`config.mk`:
```
export PLATFORM = sky130hd
export DESIGN_NAME = prefetch_fifo_unpack
export DESIGN_NICKNAME = d
export VERILOG_FILES = /design/src/rtl/prefetch_fifo_unpack_pkg.sv /design/src/rtl/prefetch_fifo_ram.sv /design/src/rtl/prefetch_fifo_unpack.sv
export SDC_FILE = /design/constraint.sdc
export NUM_CORES = 2
export LEC_CHECK = 0
export BUFFER_PORTS_ARGS = -buffer_cell sky130_fd_sc_hd__buf_2
export CAP_MARGIN = 20
export CORE_ASPECT_RATIO = 1.75
export CORE_UTILIZATION = 59
export DETAILED_ROUTE_END_ITERATION = 8
export PLACE_DENSITY_LB_ADDON = 0.15
export REMOVE_ABC_BUFFERS = 1
export SLEW_MARGIN = 40
export SYNTH_ARGS = -nofsm -noshare
export SYNTH_HDL_FRONTEND = slang
export SYNTH_SLANG_ARGS = --single-unit
```
`constraint.sdc`:
```
create_clock -name clk -period 33.3 [get_ports clk]
set_input_delay 6.66 -clock clk [delete_from_list [all_inputs] [get_ports clk]]
set_output_delay 6.66 -clock clk [all_outputs]
set_load 0.05 [all_outputs]
```
`src/rtl/prefetch_fifo_unpack_pkg.sv`:
```
// Shared defines for the prefetch queue:
// fault length encodings and slot field offsets.
package prefetch_fifo_unpack_pkg;
  localparam logic [3:0] FAULT_GP = 4'd15;
  localparam logic [3:0] FAULT_PF = 4'd14;
  localparam int LEN_MSB = 67;
  localparam int LEN_LSB = 64;
endpackage

```
`src/rtl/prefetch_fifo_ram.sv`:
```
// Word store for the prefetch queue:
// registered write, asynchronous read.
module prefetch_fifo_ram #(
  parameter int AW = 4,
  parameter int DW = 136
) (
  input  logic          clk,
  input  logic          we_i,
  input  logic [AW-1:0] waddr_i,
  input  logic [DW-1:0] wdata_i,
  input  logic [AW-1:0] raddr_i,
  output logic [DW-1:0] rdata_o
);
  logic [DW-1:0] mem_q [2**AW];

  always_ff @(posedge clk) begin
    if (we_i) mem_q[waddr_i] <= wdata_i;
  end

  assign rdata_o = mem_q[raddr_i];
endmodule

```
`src/rtl/prefetch_fifo_unpack.sv`:
```
// Prefetch queue: packed multi-slot words in,
// one FWFT slot out per accept, with fault blocking.
module prefetch_fifo_unpack
  import prefetch_fifo_unpack_pkg::*;
#(
  parameter int SLOTS      = 2,
  parameter int DEPTH_LOG2 = 4,
  parameter int SLOT_W     = 68
) (
  input  logic                      clk,
  input  logic                      rst,
  input  logic                      pr_reset,
  input  logic                      prefetchfifo_signal_limit_do,
  input  logic                      prefetchfifo_signal_pf_do,
  input  logic                      prefetchfifo_write_do,
  input  logic [SLOTS*SLOT_W-1:0]   prefetchfifo_write_data,
  output logic [DEPTH_LOG2:0]       prefetchfifo_used,
  output logic                      prefetchfifo_full,
  output logic                      prefetchfifo_fault_queued,
  output logic                      prefetchfifo_overflow,
  input  logic                      prefetchfifo_accept_do,
  output logic [SLOT_W-1:0]         prefetchfifo_accept_data,
  output logic                      prefetchfifo_accept_empty
);
  localparam int DEPTH = 1 << DEPTH_LOG2;
  localparam int WW    = SLOTS * SLOT_W;
  localparam int IDX_W = (SLOTS > 1) ? $clog2(SLOTS) : 1;

  logic [DEPTH_LOG2-1:0] rd_ptr_q, rd_ptr_d;
  logic [DEPTH_LOG2-1:0] wr_ptr_q, wr_ptr_d;
  logic [DEPTH_LOG2:0]   used_q, used_d;
  logic [IDX_W-1:0]      idx_q, idx_d;
  logic                  fq_q, fq_d;
  logic                  ovf_q, ovf_d;

  logic          flush, full, empty;
  logic          req, enq, adv, pop, nxt_ok;
  logic [WW-1:0] wdata, rdata;
  logic [SLOT_W-1:0] cur;

  assign flush = rst | pr_reset;
  assign full  = (used_q == (DEPTH_LOG2+1)'(DEPTH));
  assign empty = (used_q == '0);
  assign req   = prefetchfifo_signal_limit_do
               | prefetchfifo_signal_pf_do
               | prefetchfifo_write_do;
  assign enq   = req & ~full & ~fq_q;

  always_comb begin
    wdata = '0;
    unique case (1'b1)
      prefetchfifo_signal_limit_do:
        wdata[LEN_MSB:LEN_LSB] = FAULT_GP;
      prefetchfifo_signal_pf_do:
        wdata[LEN_MSB:LEN_LSB] = FAULT_PF;
      default:
        wdata = prefetchfifo_write_data;
    endcase
  end

  prefetch_fifo_ram #(
    .AW (DEPTH_LOG2),
    .DW (WW)
  ) u_ram (
    .clk     (clk),
    .we_i    (enq & ~flush),
    .waddr_i (wr_ptr_q),
    .wdata_i (wdata),
    .raddr_i (rd_ptr_q),
    .rdata_o (rdata)
  );

  // Only the slot right after the current one decides advance vs pop.
  always_comb begin
    cur    = '0;
    nxt_ok = 1'b0;
    for (int k = 0; k < SLOTS; k++) begin
      if (idx_q == IDX_W'(k))
        cur = rdata[k*SLOT_W +: SLOT_W];
      if (k > 0 && int'(idx_q) + 1 == k &&
          rdata[k*SLOT_W+LEN_LSB +: 4] != 4'd0)
        nxt_ok = 1'b1;
    end
  end

  assign adv = prefetchfifo_accept_do & ~empty & nxt_ok;
  assign pop = prefetchfifo_accept_do & ~empty & ~nxt_ok;

  always_comb begin
    rd_ptr_d = rd_ptr_q + DEPTH_LOG2'(pop);
    wr_ptr_d = wr_ptr_q + DEPTH_LOG2'(enq);
    used_d   = used_q + (DEPTH_LOG2+1)'(enq)
                      - (DEPTH_LOG2+1)'(pop);
    idx_d    = pop ? '0 : idx_q + IDX_W'(adv);
    fq_d     = fq_q | (enq & (prefetchfifo_signal_limit_do
                            | prefetchfifo_signal_pf_do));
    ovf_d    = ovf_q | (req & full & ~fq_q);
  end

  always_ff @(posedge clk) begin
    if (flush) begin
      rd_ptr_q <= '0;
      wr_ptr_q <= '0;
      used_q   <= '0;
      idx_q    <= '0;
      fq_q     <= 1'b0;
      ovf_q    <= 1'b0;
    end else begin
      rd_ptr_q <= rd_ptr_d;
      wr_ptr_q <= wr_ptr_d;
      used_q   <= used_d;
      idx_q    <= idx_d;
      fq_q     <= fq_d;
      ovf_q    <= ovf_d;
    end
  end

  assign prefetchfifo_used         = used_q;
  assign prefetchfifo_full         = full;
  assign prefetchfifo_fault_queued = fq_q;
  assign prefetchfifo_overflow     = ovf_q;
  assign prefetchfifo_accept_data  = empty ? '0 : cur;
  assign prefetchfifo_accept_empty = empty;
endmodule
```
==> reports/qor.csv <==
metric,value,unit
core,142400,µm²
wl,199.6,mm
hpwlAfterDp,100.6,mm
clkLatencyLatePin,0.81,ns
avgRoutedWirePerCell,30.92,µm
period_needed,12.81,ns
period_share,38.47,%
path_buf_inv,6,
crit_required,26.64,ns
timing.rr.end,prefetchfifo_used[4],
max_slew_margin,40.96,%
max-cap-violations,0,
vias_per_cell,6.589,
cts_setup_buffers,0,
drt_iter0_drc,4186,
synth-main-ff-cell,edfxtp_1,
fin_hold_ws,0.4741,ns
drive_gt1_share,20.57,%
cts_made_buffers,184,
htreeDepth,4,
syn_inst,4196,
numPortBuffers,219,
powerDensity,57.32,nW/µm²
worst_pin_slew,0.8855,ns
hold_path_end,prefetchfifo_overflow,
r2r_slack,28.16,ns
clock_path_buffers,3,
slew_viol_final,0,
hold_viol_final,0,
drc,0,
worst_setup_path_start_kind,register,
io_pins,220,
drtPass1Iterations,5,
finalSetupViolations,0,
async_flop_share,0,%
synth_cell_types,46,
die_x,288.9,µm
floorplan.initialDensity,59.66,%
ys_warn_count,0,
syn_to_final_growth,11.54,%
fin_setup_tns,0,ns
cp_slowest_stage_delay,0.88,ns
rr_worst_depth,14,
fmax,78.06,MHz
p_leak,28.47,nW
grt_overflow_total,0,
cp_top_family,buffers and inverters,
ys_seq_area_share,77.27,%
cp.arrival,6.15,ns
dieArea,145600,µm²
placed_area,88640,µm²
antenna_found_initial,6,
syn_area_per_cell,20.25,µm²
skew,0.02986,ns
grt_pass1_wl,290.1,mm
whs_path_depth,2,
gp_congestion,0.7528,
setup.worst_path.end_class,primary output,
num_vias,42547,
final_area,94780,µm²
crit_type,register to primary output,
clkSlewWorstSetupHoldPaths,0.07,ns
status,finished clean,
hold_start,prefetchfifo_overflow,
synth_area,84970,µm²
finish.net_count,4606,
ctsResizeCount,0,
hold_path_class,register to register,
track_usage,27.76,%
grt_max_degree,70,
root_buffer,clkbuf_16,
cp_cell_sequence,buf_12 > buf_16 > buf_4 > buf_6 > buf_6 > mux4_2 > nor2b_1 > a211oi_1 > a211oi_1 > a21oi_1 > nor2_1 > buf_2,
grt_pass1_vias,43927,
r2r-start,rd_ptr_q[0],
rsz0062_at_grt,false,
die_h,504.0,µm
synth-edff-count,2176,
cts_tree,yes,
cts_sinks,2192,
ctsHoldBuffers,0,
synth_seq_cells,2192,
worst_path_max_delay_cell,dfxtp_4,
irDropWorstVdd,0.05233,mV
ant_nets,0,
rows,183,
crit_fanout,55,
power,5.433,mW
state kept, by name (all words and copies together) (netlist names):
name	flops
prefetchfifo_used	5
wr_ptr_q	4
u_ram.mem_q	2176
prefetchfifo_overflow	1
rd_ptr_q	4
prefetchfifo_fault_queued	1
idx_q	1
worst reg2reg max path, stage by stage (launching register included):
cell	delay [ns]
dfxtp_4	0.88
buf_6	0.74
mux4_1	0.70
a22oi_1	0.21
and3_1	0.23
nand2_1	0.12
o31a_1	0.32
or2_2	0.32
xnor2_1	0.14
ha_1	0.24
fa_1	0.44
a21oi_1	0.18
nor2_1	0.06
or3_1	0.34
a21oi_1	0.14
kinds of logic after synthesis:
logic type | after synthesis | synth area share (%)
DFF | 2192 | 77.27
AOI/OAI and AO/OA | 564 | 4.700
xor gates and xnor gates | 7 | 0.07215
muxes | 781 | 14.19
buffers and inverters | 261 | 1.430
adders and majority gates | 9 | 0.1414
and+or+nand+nor | 382 | 2.194
metrics by stage:
stage,worst slack (ns),instances,util [%]
after detailed placement,20.98,6117,62.24
final,20.49,6457,66.55
after CTS,20.09,6452,66.51
after floorplan,-5.993,3942,-
after global routing,20.11,6454,66.55
after global placement,20.56,6099,61.85
final cells by class:
class	instances	area (µm²)
flip-flops and latches	2192	65680
multi-input cells	1743	18240
well taps	1850	2315
repair buffers	326	2411
diodes	4	10.01
clock buffers	226	4890
fillers	9220	47640
inverters	7	33.78
clock inverters	109	1200
power breakdown:
| part | switching, mW | total, mW | internal [mW] | leakage (nW) |
|---|---|---|---|---|
| clock | 0.959 | 2.19 | 1.23 | 2.96 |
| combinational | 0.152 | 0.203 | 0.0507 | 5.84 |
| sequential | 0.00477 | 3.04 | 3.03 | 19.7 |
| total | 1.12 | 5.43 | 4.32 | 28.5 |
placed cells by master (no fill, tap or decap), types with 7 or more instances in the layout:
cell type / count
a211oi_1: 61
a21oi_1: 127
a221oi_1: 14
and2_1: 138
buf_16: 13
buf_2: 219
buf_4: 46
buf_6: 37
bufinv_16: 24
clkbuf_1: 36
clkbuf_16: 190
clkinv_1: 34
clkinv_2: 29
clkinvlp_4: 9
dfxtp_1: 11
edfxtp_1: 2176
ha_1: 8
mux2i_1: 444
mux4_1: 9
mux4_2: 327
nand2_1: 117
nor2_1: 78
nor2_4: 13
o21ai_0: 25
o221ai_1: 209
o22ai_1: 112
or3_1: 7
layer usage:
| metal | up-vias | share of wire [%] | track usage (%) | routed length (µm) |
|---|---|---|---|---|
| met5 | - | 0.026 | 0 | 51 |
| met4 | 8 | 2.6 | 7.902 | 5169 |
| met3 | 362 | 6.6 | 4.272 | 13260 |
| met2 | 1723 | 51 | 47.05 | 102100 |
| met1 | 22445 | 40 | 37.49 | 79020 |
| li1 | 18009 | - | - | - |
cells in the mapped netlist (61+ instances only):
| master | instances | area (µm²) |
|---|---|---|
| o221ai_1 | 209 | 1831 |
| mux2i_1 | 444 | 4444 |
| o22ai_1 | 112 | 700.7 |
| a211oi_1 | 61 | 457.9 |
| a21oi_1 | 127 | 635.6 |
| nor2_1 | 91 | 341.6 |
| buf_2 | 62 | 310.3 |
| clkbuf_1 | 131 | 491.7 |
| and2_1 | 138 | 863.3 |
| nand2_1 | 118 | 442.9 |
| edfxtp_1 | 2176 | 65340 |
| mux4_2 | 327 | 7365 |
worst max-delay path by stage:
stage                                               to  slack (ns)        start  cells after the start
after floorplan           prefetchfifo_accept_data[67]       -5.99  rd_ptr_q[0]                      4
after global placement    prefetchfifo_accept_data[61]       20.56  rd_ptr_q[0]                     11
after detailed placement  prefetchfifo_accept_data[61]       20.98  rd_ptr_q[0]                     12
after CTS                 prefetchfifo_accept_data[61]       20.09  rd_ptr_q[0]                     12
after global routing      prefetchfifo_accept_data[61]       20.11  rd_ptr_q[0]                     12
final                     prefetchfifo_accept_data[61]       20.49  rd_ptr_q[0]                     12
Note: power is estimated with default switching activity, not from simulation.
